## src/rtl/tap_controller.sv

```systemverilog
// IEEE 1149.1 TAP controller with instruction register and DR select decode.
// FSM and IR shift advance on rising TCK; DR control strobes and TDO change on falling TCK.
module tap_controller #(
    parameter int unsigned          IR_WIDTH  = 4,
    parameter logic [IR_WIDTH-1:0]  OP_EXTEST = IR_WIDTH'(0),
    parameter logic [IR_WIDTH-1:0]  OP_IDCODE = IR_WIDTH'(1),
    parameter logic [IR_WIDTH-1:0]  OP_SAMPLE = IR_WIDTH'(2),
    parameter logic [IR_WIDTH-1:0]  OP_BYPASS = {IR_WIDTH{1'b1}}
) (
    input  logic                TCK,
    input  logic                Reset,
    input  logic                TMS,
    input  logic                TDI,
    input  logic                BypassTDO,
    input  logic                IdcodeTDO,
    input  logic                BsrTDO,
    output logic                TDO,
    output logic                TDOEnable,
    output logic                ShiftDR,
    output logic                ClockDR,
    output logic                UpdateDR,
    output logic                SelectBypass,
    output logic                SelectIdcode,
    output logic                SelectBsr,
    output logic                Mode,
    output logic [IR_WIDTH-1:0] Instruction,
    output logic [3:0]          TapState
);

    localparam logic [IR_WIDTH-1:0] IR_CAPTURE = IR_WIDTH'(1);

    typedef enum logic [3:0] {
        S_EX2_DR = 4'h0,
        S_EX1_DR = 4'h1,
        S_SH_DR  = 4'h2,
        S_PAU_DR = 4'h3,
        S_SEL_IR = 4'h4,
        S_UPD_DR = 4'h5,
        S_CAP_DR = 4'h6,
        S_SEL_DR = 4'h7,
        S_EX2_IR = 4'h8,
        S_EX1_IR = 4'h9,
        S_SH_IR  = 4'hA,
        S_PAU_IR = 4'hB,
        S_RTI    = 4'hC,
        S_UPD_IR = 4'hD,
        S_CAP_IR = 4'hE,
        S_TLR    = 4'hF
    } tap_state_e;

    tap_state_e          r_state;
    tap_state_e          w_next_state;
    logic [IR_WIDTH-1:0] r_ir_shift;
    logic [IR_WIDTH-1:0] r_instr;
    logic                r_shift_dr;
    logic                r_update_dr;
    logic                r_clk_en;
    logic                r_tdo;
    logic                r_tdo_en;
    logic                w_is_extest;
    logic                w_is_idcode;
    logic                w_is_sample;
    logic                w_dr_tdo;

    always_ff @(posedge TCK or posedge Reset) begin
        if (Reset) begin
            r_state <= S_TLR;
        end else begin
            r_state <= w_next_state;
        end
    end

    always_comb begin
        w_next_state = r_state;
        case (r_state)
            S_TLR:    w_next_state = TMS ? S_TLR    : S_RTI;
            S_RTI:    w_next_state = TMS ? S_SEL_DR : S_RTI;
            S_SEL_DR: w_next_state = TMS ? S_SEL_IR : S_CAP_DR;
            S_CAP_DR: w_next_state = TMS ? S_EX1_DR : S_SH_DR;
            S_SH_DR:  w_next_state = TMS ? S_EX1_DR : S_SH_DR;
            S_EX1_DR: w_next_state = TMS ? S_UPD_DR : S_PAU_DR;
            S_PAU_DR: w_next_state = TMS ? S_EX2_DR : S_PAU_DR;
            S_EX2_DR: w_next_state = TMS ? S_UPD_DR : S_SH_DR;
            S_UPD_DR: w_next_state = TMS ? S_SEL_DR : S_RTI;
            S_SEL_IR: w_next_state = TMS ? S_TLR    : S_CAP_IR;
            S_CAP_IR: w_next_state = TMS ? S_EX1_IR : S_SH_IR;
            S_SH_IR:  w_next_state = TMS ? S_EX1_IR : S_SH_IR;
            S_EX1_IR: w_next_state = TMS ? S_UPD_IR : S_PAU_IR;
            S_PAU_IR: w_next_state = TMS ? S_EX2_IR : S_PAU_IR;
            S_EX2_IR: w_next_state = TMS ? S_UPD_IR : S_SH_IR;
            S_UPD_IR: w_next_state = TMS ? S_SEL_DR : S_RTI;
            default:  w_next_state = S_TLR;
        endcase
    end

    // IR shift path: capture fixed pattern, shift toward bit 0
    always_ff @(posedge TCK or posedge Reset) begin
        if (Reset) begin
            r_ir_shift <= IR_CAPTURE;
        end else if (r_state == S_CAP_IR) begin
            r_ir_shift <= IR_CAPTURE;
        end else if (r_state == S_SH_IR) begin
            r_ir_shift <= {TDI, r_ir_shift[IR_WIDTH-1:1]};
        end
    end

    // Falling-edge controls keep DR strobes and TDO stable around rising TCK
    always_ff @(negedge TCK or posedge Reset) begin
        if (Reset) begin
            r_instr     <= OP_IDCODE;
            r_shift_dr  <= 1'b0;
            r_update_dr <= 1'b0;
            r_clk_en    <= 1'b0;
            r_tdo       <= 1'b0;
            r_tdo_en    <= 1'b0;
        end else begin
            r_shift_dr  <= (r_state == S_SH_DR);
            r_update_dr <= (r_state == S_UPD_DR);
            r_clk_en    <= (r_state == S_CAP_DR) || (r_state == S_SH_DR);
            if (r_state == S_UPD_IR) begin
                r_instr <= r_ir_shift;
            end else if (r_state == S_TLR) begin
                r_instr <= OP_IDCODE;
            end
            if (r_state == S_SH_IR) begin
                r_tdo    <= r_ir_shift[0];
                r_tdo_en <= 1'b1;
            end else if (r_state == S_SH_DR) begin
                r_tdo    <= w_dr_tdo;
                r_tdo_en <= 1'b1;
            end else begin
                r_tdo    <= 1'b0;
                r_tdo_en <= 1'b0;
            end
        end
    end

    assign w_is_extest = (r_instr == OP_EXTEST);
    assign w_is_idcode = (r_instr == OP_IDCODE);
    assign w_is_sample = (r_instr == OP_SAMPLE);

    assign SelectBsr    = w_is_extest | w_is_sample;
    assign SelectIdcode = w_is_idcode;
    assign SelectBypass = (r_instr == OP_BYPASS) | ~(w_is_extest | w_is_idcode | w_is_sample);
    assign Mode         = w_is_extest;

    assign w_dr_tdo = SelectBsr ? BsrTDO : (SelectIdcode ? IdcodeTDO : BypassTDO);

    // Enable only changes while TCK is low, so the gated clock cannot glitch
    assign ClockDR     = TCK & r_clk_en;
    assign ShiftDR     = r_shift_dr;
    assign UpdateDR    = r_update_dr;
    assign TDO         = r_tdo;
    assign TDOEnable   = r_tdo_en;
    assign Instruction = r_instr;
    assign TapState    = r_state;

endmodule

```

## config.mk

```make
export PLATFORM = sky130hd
export DESIGN_NAME = tap_controller
export DESIGN_NICKNAME = d
export VERILOG_FILES = /design/src/rtl/tap_controller.sv
export SDC_FILE = /design/constraint.sdc
export NUM_CORES = 1
export LEC_CHECK = 0
export CORE_AREA = 2 2 45 47
export DETAILED_ROUTE_END_ITERATION = 8
export DIE_AREA = 0 0 47 49
export PLACE_DENSITY = 0.78
export SYNTH_ARGS = -nofsm -noshare
export SYNTH_HDL_FRONTEND = slang
export SYNTH_SLANG_ARGS = --single-unit
```

## constraint.sdc

```tcl
create_clock -name TCK -period 1.82 [get_ports TCK]
set_input_delay 0.182 -clock TCK [delete_from_list [all_inputs] [get_ports TCK]]
set_output_delay 0.182 -clock TCK [all_outputs]
set_load 0.02 [all_outputs]
```

==> key figures, run 1 <==
Run status
  – Run status: finished with violations
  – Violated checks: setup timing

STA
  – Hold Vio Cnt, Final: 0
  – Max-slew violation count: 0
  – Hold Slack: 0.277 ns
  – Rel. slew slack: 80.7%
  – Transition at the pin with the smallest max-transition slack: 0.290 ns
  – Unrepaired setup endpoints after global routing: yes
  – Post-layout worst setup margin: -0.698 ns
  – Final setup violating endpoints: 23
  – Largest clock skew in the final design: slightly above 0.06 ns

Synthesis
  – Number of synthesized flops with an enable pin: 0
  – Post-synthesis net count: roughly 90
  – Syn_area_per_cell: 9.83 um2
  – Post-synth top flop: dfrtn_1
  – Fraction of the yosys area taken by sequential cells: 51.8%
  – Synthesized instance count: 85
  – Count of yosys warnings during synthesis: 0
  – Post-synthesis sequential element count: 17
  – Synth cell types: 32
  – Fraction of synthesis flops using an asynchronous set or reset pin: 100%
  – Cell area after synthesis: roughly 840 um2

Finish
  – Final net count: around 140
  – Fraction of layout cells with a size suffix above 1: 50.4%
  – Diode insertion count for antenna repair: 0
  – End-of-flow core utilization: 75.9%
  – Area Overhead vs Synth: 67.2%

Setup path
  – Cell with the most instances on the worst path: buf_6
  – Worst setup SP type: flip-flop
  – Required time of the critical path: 1.64 ns
  – Critical setup path kind: reg2out
  – Buf+Inv Stages, Crit Path: 2
  – Top fanout value on the critical path: 4
  – Sort of element at the end of the critical path: output port
  – Slowest-stage cell, CP: dfrtn_1
  – Crit path arrival time: 2.34 ns
  – Maximum cell stage delay along the critical path: ~0.42 ns
  – Worst-path cell chain: buf_6 > a211o_2 > buf_6
  – Worst path top cell family by delay: flip-flops

Clocking
  – CTS clk-pin slew, worst paths: 0.10 ns
  – CTS Hold Buffers Added: 0
  – CTS tree: yes
  – Source-to-sink clock delay at the later pin of the worst-skew pair: between 0.4 and 0.5 ns

Detailed routing
  – First-iteration detailed-routing DRC count: 9
  – Length of the first detailed-routing pass in iterations: 3
  – Per-cell routed wire length: 12.9 um
  – Number of nets with antenna violations after routing: 0
  – Via density per instance: about 5.0
  – Vias: 803
  – Total DRC errors in the routed layout: 0
  – Total length of routed wires: around 2.1 mm

Global routing
  – Aggregate global-route resource usage: 22.1%
  – Overall overflow remaining after global route: 0
  – Via count of the first global-routing pass: between 700 and 800
  – First-pass GRT wire length: 3.33 mm
  – Number of antenna violations at the first check in global routing: 0
  – Maximum number of pins on one net before global-route repair: 11

Floorplan
  – Row count: 16
  – Die Wd: about 47 um
  – Die area: 2300 um2
  – Die Ht: 49 um
  – Floorplan Core Area: 1840 um2
  – Initial Utilization: a little under half
  – Ports: 24

Pwr
  – Leakage power: roughly 0.00066 uW
  – Overall power: 2740 uW
  – IR drop worst, VDD: 1200 uV
  – Power density relative to cell area: 1960 nW/um2

Placement
  – Final Wtd Congestion: 0.737
  – Total half-perimeter wirelength after legalization and detailed placement: 1.46 mm
  – Quantity of I/O buffers inserted on ports: 23

Run
  – Max-cap violation count: 0

Hold path
  – Type of the most critical hold path: in2async
==> per-stage QoR <==
step	worst slack (ns)	cells	TNS [ns]	area, um2
CTS	-0.710	160	-6.69	1370
global placement	-0.651	146	-6.47	1220
finish	-0.698	162	-6.76	1400
detailed placement	-0.678	146	-6.87	1220
global route	-0.754	162	-7.73	1400
floorplan	-0.289	85	-2.52	892
==> worst reg2reg max path: stages, from the launching register on <==
cell and delay, ns:
dfstp_2 0.57, nand2b_4 0.15, nor3_2 0.05, a31o_1 0.18
==> routing by layer <==
metal	GRT usage [%]	wire length [um]	part of all wire, %	vias up
li1	-	-	-	390
met1	20.8	829	40	380
met2	33.3	1130	54	28
met3	8.15	88	4.2	5
met4	22.7	46	2.2	0
met5	0	0	0	-
==> registers in the layout, summed over array words and instances, names as in the netlist <==
| signal | count |
|---|---|
| r_ir_shift | 4 |
| Instruction | 4 |
| ShiftDR | 1 |
| TDO | 1 |
| TDOEnable | 1 |
| UpdateDR | 1 |
| r_clk_en | 1 |
| TapState | 4 |
==> logic make-up after synthesis <==
group / Yosys count / share of synthesized area, %
and+or+nand+nor: 37 / 24.0
AOI/OAI and AO/OA: 21 / 15.4
DFF: 17 / 51.8
buffers and inverters: 9 / 7.48
muxes: 1 / 1.35
==> what timing repair did <==
action,4_1_cts,5_1_grt
buffers inserted,7,2
gates resized for setup,87,8
endpoints found under the setup margin,27,24
pin swaps,6,1
==> path summary, 6_finish.rpt <==
| kind | slack, ns | cells past startpoint | to | from |
|---|---|---|---|---|
| max | -0.70 | 3 | SelectBypass | Instruction[2]$_DFFE_NP0P_ |
| min | 0.28 | 3 | r_ir_shift[1]$_DFFE_PP0N_ | Reset |
| max reg2reg | -0.17 | 3 | TDO$_DFF_NP0_ | TapState[0]$_DFF_PP1_ |
| min reg2reg | 0.51 | 2 | r_ir_shift[0]$_DFFE_PP1N_ | r_ir_shift[0]$_DFFE_PP1N_ |
| max in group asynchronous | 0.64 | 3 | Instruction[3]$_DFFE_NP0P_ | Reset |
| min in group TCK | 0.31 | 3 | r_ir_shift[3]$_DFFE_PP0N_ | TDI |
==> Yosys cell counts (2+ instances only) <==
cell type,count,share of area [%]
buf_4,3,2.7
and2b_1,2,1.8
nor2_1,5,2.2
nor3_1,2,1.2
inv_1,4,1.8
o21ai_0,9,5.4
dfrtp_1,3,9.0
dfstp_2,6,19
o21ai_1,3,1.8
dfrtn_1,8,24
nand2b_1,7,5.2
nand2_1,13,5.8
==> cell usage in the layout (no fill, tap or decap), types with 4 or more instances in the layout <==
cell type,synthesis,final
buf_6,1,17
o21ai_1,3,5
nand2_1,13,10
nor2_1,5,4
nand2b_1,7,5
inv_1,4,4
o21ai_0,9,5
dfrtn_1,8,8
clkdlybuf4s50_1,0,6
buf_4,3,19
clkbuf_4,0,6
dlygate4sd2_1,0,4
dfstp_2,6,6
==> layout make-up <==
cell class,count,area (um2)
fill,142,444
sequential,17,433
multi-input combinational,59,428
timing repair buffer,47,428
clock buffer,8,60.1
tap,27,33.8
inverter,3,11.3
clock inverter,1,3.75
==> where the power goes <==
group | internal (uW) | leakage (uW) | total, uW | switching, uW
registers | 574 | 0.000213 | 736 | 161
logic | 873 | 0.000403 | 1650 | 780
clock network | 180 | 0.0000447 | 352 | 172
Note: power is estimated with default switching activity, not from simulation.
==> run 2, diff against run 1 <==
GPL_ROUTABILITY_DRIVEN = 0   (was unset)
==> results of run 2 <==
The final DEF is identical to that of run 1; final timing and power are the same.
==> run 3, diff against run 2 <==
CAP_MARGIN = 20   (was unset)
CORE_AREA = 2 2 55 42   (was 2 2 45 47)
DIE_AREA = 0 0 57 44   (was 0 0 47 49)
PLACE_DENSITY = 0.73   (was 0.78)
clock period = 2.64 ns   (was 1.82 ns; I/O delays follow)
==> key figures, run 3 (synthesis gave the netlist of run 1 again) <==
Run status
  – Run status: finished with violations
  – Violated checks: setup timing

STA
  – Unrepaired setup endpoints after global routing: yes
  – Largest clock skew in the final design: 0.0664 ns (+0.00566 ns)
  – Hold Slack: 0.200 ns (-0.0772 ns)
  – Transition at the pin with the smallest max-transition slack: 0.289 ns (-0.000550 ns)
  – Rel. slew slack: 80.7% (about the same)
  – Hold Vio Cnt, Final: 0 (unchanged)
  – Post-layout worst setup margin: -0.325 ns (+0.373 ns)
  – Final setup violating endpoints: 8 (-65%)
  – Max-slew violation count: 0 (unchanged)

Detailed routing
  – Total length of routed wires: 1.81 mm (-14%)
  – Total DRC errors in the routed layout: 0 (unchanged)
  – Per-cell routed wire length: 12.0 um (-7.2%)
  – Length of the first detailed-routing pass in iterations: 4 (+1)
  – Via density per instance: 4.84 (-2.3%)
  – First-iteration detailed-routing DRC count: 20 (+11)
  – Vias: 731 (-9.0%)
  – Number of nets with antenna violations after routing: 0 (unchanged)

Placement
  – Quantity of I/O buffers inserted on ports: 23 (unchanged)
  – Worst setup slack before clock tree synthesis: -0.334 ns (+0.344 ns)
  – Total half-perimeter wirelength after legalization and detailed placement: 1.31 mm (-10%)

Floorplan
  – Ports: 24 (unchanged)
  – Die area: 2510 um2 (+8.9%)
  – Floorplan Core Area: 2000 um2 (+8.4%)
  – Row count: 14 (-2)
  – Initial Utilization: 41.9% (-3.5 points)
  – Die Ht: 44 um (-10%)
  – Die Wd: 57 um (+21%)

Clocking
  – CTS tree: yes
  – CTS Hold Buffers Added: 0 (unchanged)
  – CTS clk-pin slew, worst paths: 0.10 ns (about the same)
  – Source-to-sink clock delay at the later pin of the worst-skew pair: 0.46 ns (about the same)

Global routing
  – Via count of the first global-routing pass: 691 (-11%)
  – Maximum number of pins on one net before global-route repair: 15 (+4)
  – Aggregate global-route resource usage: 17.1% (-5.0 points)
  – Overall overflow remaining after global route: 0 (unchanged)
  – Number of antenna violations at the first check in global routing: 0 (unchanged)
  – First-pass GRT wire length: 3.11 mm (-6.4%)

Finish
  – Final net count: 135 (-5.6%)
  – Area Overhead vs Synth: 48.8%
  – Most frequent standard cell in the layout excluding fill and tap cells: buf_4
  – Commonest non-fill, non-tap cells in the layout: 18 x buf_4, 13 x nand2_1, 10 x clkdlybuf4s50_1, 9 x o21ai_0, 8 x dfrtn_1
  – Number of inserted filler cells in the final layout: 193 (+36%)
  – Fraction of layout cells with a size suffix above 1: 39.4% (-11 points)
  – Diode insertion count for antenna repair: 0 (unchanged)

Setup path
  – Sort of element at the end of the critical path: output port
  – Required time of the critical path: 2.38 ns (+0.74 ns)
  – Worst setup SP type: flip-flop
  – Crit path arrival time: 2.70 ns (+0.36 ns)
  – Maximum cell stage delay along the critical path: 0.55 ns (+0.13 ns)
  – Slowest-stage cell, CP: dfstp_2
  – Top fanout value on the critical path: 5 (+1)
  – Worst-path cell chain: nor4b_4 > buf_4
  – Critical setup path kind: reg2out

Pwr
  – Relative contribution of combinational cells to total power: 55.7% (-4.6 points)
  – Clock network fraction of total power: 15.9% (+3.1 points)
  – Internal Pwr Total: 1040 uW (-36%)
  – Power dissipated by switching net loads: 669 uW (-40%)
  – Leakage power: 0.000599 uW (-9.3%)
  – Sw frac: 39.2% (-1.5 points)
  – Power density relative to cell area: 1370 nW/um2 (-30%)
  – IR drop worst, VDD: 758 uV (-37%)
  – Sequential group share of total power: 28.4% (+1.5 points)

Hold path
  – Type of the most critical hold path: in2async

Run
  – Max-cap violation count: 0 (unchanged)
-- run 3: critical path: cells and delay by family (launching register included) --
family                 cells  cell delay (ns)
buffers and inverters      1             0.18
flip-flops                 1             0.55
AND/OR/NAND/NOR            1             0.19
-- run 3: stage by stage --
step | std cells | power [uW] | setup TNS [ns] | util [%] | cell area [um2]
2_1_floorplan | 85 | 1040 | -0.0624 | - | 848
3_3_place_gp | 139 | 1400 | -1.41 | 57.6 | 1150
3_5_place_dp | 139 | 1420 | -1.61 | 57.6 | 1150
4_1_cts | 150 | 1710 | -1.69 | 61.9 | 1240
5_1_grt | 151 | 1830 | -2.25 | 62.3 | 1240
6_report | 151 | 1710 | -1.63 | 62.3 | 1240
-- run 3: final timing paths --
| kind | from | end | slack [ns] | cells after the start |
|---|---|---|---|---|
| hold / removal | Reset | r_ir_shift[1]$_DFFE_PP0N_ | 0.20 | 3 |
| max in group asynchronous | Reset | r_clk_en$_DFF_NP0_ | 1.06 | 3 |
| min in group TCK | TDI | r_ir_shift[3]$_DFFE_PP0N_ | 0.42 | 3 |
| hold reg to reg | r_ir_shift[0]$_DFFE_PP1N_ | r_ir_shift[0]$_DFFE_PP1N_ | 0.49 | 2 |
| setup / recovery | Instruction[0]$_DFFE_NP1P_ | SelectIdcode | -0.33 | 2 |
| setup reg to reg | TapState[0]$_DFF_PP1_ | TDO$_DFF_NP0_ | 0.20 | 3 |
-- run 3: repair_timing --
action | CTS | global route
pin swaps | 2 | 0
setup endpoints to repair | 14 | 11
setup buffers | 4 | 1
endpoints found under the hold margin | 0 | 0
resized for setup | 69 | 3
-- run 3: layer usage --
layer	GRT usage, %	share of wire (%)	up-vias
met5	0	0	-
li1	-	-	371
met2	23.9	45	27
met3	8.66	8.7	3
met4	10.2	1.5	0
met1	21.3	45	330
-- run 3: area by class of cell --
class                   instances  area [um2]  share of cell area [%]
flip-flops and latches         17         433                    34.8
multi-input cells              59         364                    29.3
repair buffers                 39         328                    26.4
clock buffers                   7        56.3                    4.53
well taps                      24        30.0                    2.41
clock inverters                 2        21.3                    1.71
inverters                       3        11.3                   0.905
-- run 3: power groups by stage --
stage               registers, uW  logic (uW)  clock network, uW
floorplan                     569         462               13.2
global route                  502        1030                301
detailed placement            489         913               20.6
finish                        485         951                272
CTS                           485         953                277
global placement              484         897               20.6
